`src/rtl/fetch_unit.sv`:
```
// fetch_unit: instruction fetch stage between the pc register and decode.
// Issues one memory request at a time for the current pc, advances the pc on
// every accepted fetch, buffers fetched words in a small circular queue and
// handles branch redirects (in-flight data is squashed, queue flushed).
// Optional build macro: FETCH_BYPASS_EN -- an accepted fetch that finds the
// queue empty and decode ready goes straight to decode in the same cycle.
module fetch_unit #(
    parameter int ADDR_W  = 8,
    parameter int INSTR_W = 8,
    parameter int QDEPTH  = 2
) (
    input  logic               clk,
    input  logic               clr,
    input  logic [ADDR_W-1:0]  pc_adrs,
    output logic               en_pc,
    output logic [ADDR_W-1:0]  adrs_next,
    output logic               mem_req,
    output logic [ADDR_W-1:0]  mem_adrs,
    input  logic               mem_ack,
    input  logic [INSTR_W-1:0] mem_data,
    output logic               ir_valid,
    input  logic               ir_ready,
    output logic [INSTR_W-1:0] ir_data,
    output logic [ADDR_W-1:0]  ir_adrs,
    input  logic               redirect,
    input  logic [ADDR_W-1:0]  redirect_adrs
);

    localparam int PTR_W = $clog2(QDEPTH);
    localparam int CNT_W = PTR_W + 1;
    localparam logic [CNT_W-1:0] FULL = CNT_W'(QDEPTH);

    typedef enum logic [1:0] {
        S_IDLE   = 2'd0,
        S_REQ    = 2'd1,
        S_SQUASH = 2'd2,
        S_REDIR  = 2'd3
    } state_t;

    state_t             r_state;
    logic               r_mem_req;
    logic [ADDR_W-1:0]  r_redir_adrs;
    logic [CNT_W-1:0]   r_count;
    logic [PTR_W-1:0]   r_wr_ptr;
    logic [PTR_W-1:0]   r_rd_ptr;
    logic [INSTR_W-1:0] r_q_data [QDEPTH];
    logic [ADDR_W-1:0]  r_q_adrs [QDEPTH];

    logic               w_ack_ok;
    logic               w_bypass;
    logic               w_push;
    logic               w_pop;
    logic               w_head_valid;
    logic [CNT_W-1:0]   w_count_after;

    // Qualify the handshakes: accepted fetch, optional bypass, queue push/pop.
    always_comb begin
        w_ack_ok     = (r_state == S_REQ) && mem_ack && !redirect;
        w_head_valid = (r_count != {CNT_W{1'b0}});
`ifdef FETCH_BYPASS_EN
        w_bypass     = w_ack_ok && !w_head_valid && ir_ready;
`else
        w_bypass     = 1'b0;
`endif
        w_push        = w_ack_ok && !w_bypass;
        w_pop         = w_head_valid && ir_ready && !redirect;
        w_count_after = r_count + CNT_W'(w_push) - CNT_W'(w_pop);
    end

    // Drive pc, memory and decode-side outputs.
    always_comb begin
        mem_req  = r_mem_req;
        mem_adrs = pc_adrs;
        en_pc    = w_ack_ok || (r_state == S_REDIR);
        if (!clr) begin
            adrs_next = {ADDR_W{1'b0}};
        end else if (r_state == S_REDIR) begin
            adrs_next = r_redir_adrs;
        end else begin
            adrs_next = pc_adrs + ADDR_W'(1);
        end
        ir_valid = w_head_valid || w_bypass;
        if (w_bypass) begin
            ir_data = mem_data;
            ir_adrs = pc_adrs;
        end else begin
            ir_data = r_q_data[r_rd_ptr];
            ir_adrs = r_q_adrs[r_rd_ptr];
        end
    end

    // Fetch control FSM; mem_req is registered alongside the state.
    always_ff @(posedge clk or negedge clr) begin
        if (!clr) begin
            r_state      <= S_IDLE;
            r_mem_req    <= 1'b0;
            r_redir_adrs <= {ADDR_W{1'b0}};
        end else if (redirect) begin
            r_redir_adrs <= redirect_adrs;
            case (r_state)
                S_IDLE: begin
                    r_state   <= S_REDIR;
                    r_mem_req <= 1'b0;
                end
                S_REQ, S_SQUASH: begin
                    // An open request is never abandoned: wait out its ack.
                    if (mem_ack) begin
                        r_state   <= S_REDIR;
                        r_mem_req <= 1'b0;
                    end else begin
                        r_state   <= S_SQUASH;
                        r_mem_req <= 1'b1;
                    end
                end
                S_REDIR: begin
                    r_state   <= S_REDIR;
                    r_mem_req <= 1'b0;
                end
                default: begin
                    r_state   <= S_IDLE;
                    r_mem_req <= 1'b0;
                end
            endcase
        end else begin
            case (r_state)
                S_IDLE: begin
                    if (r_count < FULL) begin
                        r_state   <= S_REQ;
                        r_mem_req <= 1'b1;
                    end else begin
                        r_state   <= S_IDLE;
                        r_mem_req <= 1'b0;
                    end
                end
                S_REQ: begin
                    if (mem_ack && !(w_count_after < FULL)) begin
                        r_state   <= S_IDLE;
                        r_mem_req <= 1'b0;
                    end else begin
                        r_state   <= S_REQ;
                        r_mem_req <= 1'b1;
                    end
                end
                S_SQUASH: begin
                    if (mem_ack) begin
                        r_state   <= S_REDIR;
                        r_mem_req <= 1'b0;
                    end else begin
                        r_state   <= S_SQUASH;
                        r_mem_req <= 1'b1;
                    end
                end
                S_REDIR: begin
                    r_state   <= S_IDLE;
                    r_mem_req <= 1'b0;
                end
                default: begin
                    r_state   <= S_IDLE;
                    r_mem_req <= 1'b0;
                end
            endcase
        end
    end

    // Instruction queue: circular buffer, flushed by redirect.
    always_ff @(posedge clk or negedge clr) begin
        if (!clr) begin
            r_count  <= {CNT_W{1'b0}};
            r_wr_ptr <= {PTR_W{1'b0}};
            r_rd_ptr <= {PTR_W{1'b0}};
            for (int i = 0; i < QDEPTH; i++) begin
                r_q_data[i] <= {INSTR_W{1'b0}};
                r_q_adrs[i] <= {ADDR_W{1'b0}};
            end
        end else if (redirect) begin
            r_count  <= {CNT_W{1'b0}};
            r_wr_ptr <= {PTR_W{1'b0}};
            r_rd_ptr <= {PTR_W{1'b0}};
        end else begin
            if (w_push) begin
                r_q_data[r_wr_ptr] <= mem_data;
                r_q_adrs[r_wr_ptr] <= pc_adrs;
                r_wr_ptr           <= r_wr_ptr + PTR_W'(1);
            end else begin
                r_wr_ptr <= r_wr_ptr;
            end
            if (w_pop) begin
                r_rd_ptr <= r_rd_ptr + PTR_W'(1);
            end else begin
                r_rd_ptr <= r_rd_ptr;
            end
            r_count <= w_count_after;
        end
    end

endmodule

```
`config.mk`:
```
export PLATFORM = sky130hd
export DESIGN_NAME = fetch_unit
export DESIGN_NICKNAME = d
export VERILOG_FILES = /design/src/rtl/fetch_unit.sv
export SDC_FILE = /design/constraint.sdc
export NUM_CORES = 1
export LEC_CHECK = 0
export CAP_MARGIN = 20
export CORE_UTILIZATION = 53
export DETAILED_ROUTE_END_ITERATION = 10
export PLACE_DENSITY = 0.85
export SLEW_MARGIN = 40
export SYNTH_ARGS = -nofsm -noshare
export SYNTH_HDL_FRONTEND = slang
export SYNTH_SLANG_ARGS = --single-unit
```
`constraint.sdc`:
```
create_clock -name clk -period 3.8 [get_ports clk]
set_input_delay 0.76 -clock clk [delete_from_list [all_inputs] [get_ports clk]]
set_output_delay 0.76 -clock clk [all_outputs]
set_load 0.01 [all_outputs]
```
# [Word level (Yosys, flattened, before mapping)]
# Cells that the tools add are included.
# Widths: inputs -> output; s select.
[op_classes] n_addsub=5 n_lt_le_gt_ge=5 n_eq_ne=3 muxes=29 n_bitwise=3 reduce_logical=16
[op_table] operator="$mux 8" count=9
[op_table] operator="$bwmux 16" count=2
[op_table] operator="$mux 1" count=11
[op_table] operator="$add 8x1->8 const B" count=1
[op_table] operator="$demux 8 s1" count=1
[op_table] operator="$pmux 2 s4" count=1
[op_table] operator="$logic_and 1x1->1" count=6
[op_table] operator="$reduce_bool 2->1" count=3
[op_table] operator="$eq 2x2->1 const B" count=2
[op_table] operator="$ge 2x2->1 const B" count=2
[op_table] operator="$lt 2x2->1 const B" count=2
[op_table] operator="$mux 2" count=2
[op_table] operator="$not 1->2" count=2
[op_table] operator="$pmux 1 s4" count=1
[op_table] operator="$pmux 2 s2" count=1
[op_table] operator="$reduce_or 2->1" count=2
[op_table] operator="$add 1x1->1 const B" count=2
[op_table] operator="$add 2x1->2" count=1
[op_table] operator="$eq 2x1->1 const B" count=1
[op_table] operator="$logic_not 1->1" count=2
[op_table] operator="$logic_not 2->1" count=1
[op_table] operator="$lt 2x1->1 const B" count=1
[op_table] operator="$pmux 1 s2" count=1
[op_table] operator="$reduce_and 2->1" count=1
[op_table] operator="other kinds (3)" count=3
[totals] regBits=47 inputBits=29 output_inout_bits=35

# [Longest topological paths before layout]
[depth] depth_word=11 ltp_mapped=9

# [Worst setup path before layout]
# Ideal clock, no wire load.
[synth_timing] path_kind="input-to-output" startpoint="input port pc_adrs[0]" endpoint="output port adrs_next[6]" arrival_time_ns=1.602 required_time_ns=3.040 path_slack_ns=1.438 stages=4 path_buffers=0 cell_sequence="ha_1 -> inv_1 -> or3_1 -> a31oi_1"
[synth_between] elab_chain_len=3
[synth_rtl] item="start, declared" line_no="14" source="input logic [ADDR_W-1:0] pc_adrs,"
[synth_rtl] item="$add 8x1->8" line_no="80" source="adrs_next = pc_adrs + ADDR_W'(1);"
[synth_rtl] item="$mux 8" line_no="77" source="end else if (r_state == S_REDIR) begin"
[synth_rtl] item="$mux 8" line_no="75" source="if (!clr) begin"
[synth_rtl] item="end, declared" line_no="16" source="output logic [ADDR_W-1:0] adrs_next,"
# Every way passes these cells.

# [Final worst setup path]
[layout_timing] startpoint="input port pc_adrs[1]" endpoint="output port adrs_next[6]"
# The elaborated chain is that of the path after synthesis.

==> impl_metrics.yaml <==
power_and_ir_drop:
  power_switching_uw: 575
  p_comb_frac: 0.419
  peakVddDrop_mv: 0.295
  p_sw_frac: 0.293
  pwr-share-seq: 0.388
  p_int_uw: 1390
  powerDensity_nw_per_um2: 605
  p_leak_uw: 0.00149
  pwr-share-clk: 0.194
logic_synthesis:
  synthCells: 193
  ys_ff_latch: 47
  ys.flop_type: "dfrtp_1"
  synth_top_cell_by_area: "dfrtp_1"
  synthArstFlopShare: 1.00
  synth_warnings: 0
  synth_top_area_frac: 0.465
  yosysSeqAreaShare: 0.465
  synth-edff-count: 0
  synthTopCellsByArea: "dfrtp_1 (47%), mux2_2 (16%), mux2_4 (12%)"
  synthesis.nets: 230
  avgSynthCellArea_um2: 13.1
  netlist_area_um2: 2530
  ys_types: 32
clocking:
  clk_latency_ps: 310
  cts_tree: "built"
  ctsHoldBuffers: 0
  ctsLongestPathBuffers: 2
  cts_resized: 0
  root_buffer: "clkbuf_8"
  numCtsBuffers: 5
  postCtsSetupBuffers: 0
  cts_max_level: 2
  clk_pin_slew_ps: 90
  clkSinkCount: 47
global_routing:
  grt_usage: 0.225
  overflow: 0
  grt_max_degree: 32
  grt_pass1_vias: 1786
  antenna_found_initial: 0
  grt_pass1_wl_um: 8740
die:
  ioPinCount: 64
  core_um2: 4470
  fp.dieW_um: 71.1
  die-area_um2: 5050
  start_util: 0.565
  floorplan.rows: 24
  die_h_um: 71.1
timing:
  period_minus_slack_ps: 3550
  hold_viol: 0
  setup_viol: 0
  clock.fmax_mhz: 282
  setup_tns_ps: 0
  maxSlewHeadroom: 0.482
  rsz0062_at_grt: "no"
  drv_slew: 0
  tightest_slew_ps: 778
  timing.hold.ws_ps: 394
  finalCritPeriodShare: 0.933
  fin_skew_ps: 6.02
detailed_routing:
  viasPerCell: 5.52
  antenna_left: 0
  drc_errors: 5
  dr_total_vias: 1685
  drt_iter0_markers: 80
  firstDrtPassIters: 7
  wirelength_um: 5050
  wl_per_cell_um: 16.6
worst_setup_path:
  required_ps: 3040
  arrival_ps: 2790
  critPathKind: "input port to output pin"
  crit_path_start_kind: "input port"
  worstPathMaxFanout: 7
  end_kind: "output pin"
placement:
  place_congestion: 0.815
  port_buffers: 63
  dpl.hpwl_um: 3610
cells_and_area:
  ff_latch_area_um2: 1180
  areaGrowthSynthToFinish_pct: 28.4
  drive_gt1_frac: 0.289
  final_nets: 289
  num-fill-cells: 324
  antenna_cells: 0
  multiInputGateArea_um2: 1210
run_status:
  violations: "DRC"
  status: "finished, violations left"
min_path:
  hp-class: "input port to async pin"
job:
  drv_cap: 0
==> synthesized netlist by cell type (2+ instances only) <==
| cell type | count |
|---|---|
| nor2_1 | 5 |
| a31oi_1 | 4 |
| mux2_4 | 20 |
| ha_1 | 8 |
| inv_1 | 6 |
| nand2_1 | 4 |
| or2_2 | 2 |
| xor2_1 | 4 |
| a21oi_1 | 3 |
| o211ai_1 | 3 |
| and2_1 | 2 |
| mux2_2 | 36 |
| buf_4 | 8 |
| nand3_1 | 6 |
| or3_1 | 3 |
| o21ai_0 | 12 |
| dfrtp_1 | 47 |
| buf_2 | 4 |
| nor2b_1 | 3 |
==> through the flow <==
stage | setup WS (ps) | utilization | total power (uW) | area, um^2 | cells
6_report | 255 | 0.726 | 1960 | 3250 | 305
5_1_grt | 121 | 0.726 | 2080 | 3250 | 305
4_1_cts | 264 | 0.726 | 1980 | 3250 | 305
3_5_place_dp | 283 | 0.700 | 1590 | 3130 | 297
3_3_place_gp | 312 | 0.700 | 1570 | 3130 | 297
2_1_floorplan | 1440 | - | 1230 | 2530 | 193
==> cell families after synthesis <==
logic type	count (synthesis)	share of synthesized area
XOR/XNOR	6	0.0262
multiplexers	57	0.283
adder cells (fa/ha/maj)	8	0.0396
AO/OA/AOI/OAI	22	0.0485
buffers and inverters	21	0.0544
AND/OR/NAND/NOR	32	0.0831
flip-flops	47	0.465
==> path summary, 6_finish.rpt <==
check / startpoint / end / slack, ps / depth (start not counted)
setup / recovery: pc_adrs[1] / adrs_next[6] / 250 / 6
hold / removal: clr / r_q_adrs[3]$_DFFE_PN0P_ / 390 / 1
setup reg to reg: r_state[1]$_DFF_PN0_ / r_state[0]$_DFF_PN0_ / 1600 / 9
hold reg to reg: r_q_adrs[2]$_DFFE_PN0P_ / r_q_adrs[2]$_DFFE_PN0P_ / 510 / 1
max in group asynchronous: clr / r_wr_ptr$_DFFE_PN0P_ / 2650 / 2
min in group clk: r_q_adrs[2]$_DFFE_PN0P_ / r_q_adrs[2]$_DFFE_PN0P_ / 510 / 1
==> cell usage in the layout (no fill, tap or decap), types with 2 or more instances in the layout <==
master	instances
a21oi_1	3
a31oi_1	4
and2_1	2
buf_4	3
clkbuf_8	5
clkdlybuf4s50_1	62
dfrtp_1	47
ha_1	8
inv_1	6
mux2_2	36
mux2_4	20
nand2_1	4
nand3_1	6
nor2_1	5
nor2b_1	3
o211ai_1	3
o21ai_0	12
or2_2	2
or3_1	3
xor2_1	4
==> power by group through the flow <==
stage               combinational (uW)  sequential (uW)  clock [uW]
floorplan                          491              735           0
global placement                   809              761           0
detailed placement                 820              772           0
CTS                                830              762         390
global route                       888              782         411
finish                             822              761         381
==> area by class of cell <==
class	count	share of cell area
timing repair buffer	66	0.200
clock buffer	5	0.0212
clock inverter	3	0.0146
multi-input combinational	125	0.374
inverter	7	0.00809
sequential	47	0.362
tap	52	0.0200
==> worst max-delay path, cell delays in order <==
cell and delay (ps):
clkdlybuf4s50_1 600, ha_1 250, inv_1 70, or3_1 370
a31oi_1 180, clkdlybuf4s50_1 560
==> state kept, by name, summed over array words and instances (netlist names) <==
signal        flops
mem_req           1
r_count           2
r_q_adrs         16
r_q_data         16
r_rd_ptr          1
r_redir_adrs      8
r_state           2
r_wr_ptr          1
==> metal layers <==
metal,part of all wire,track usage
met1,0.46,0.301
met2,0.46,0.366
met4,0.015,0.0600
met5,0,0
met3,0.066,0.0584
Power figures use the tool's default switching activity.
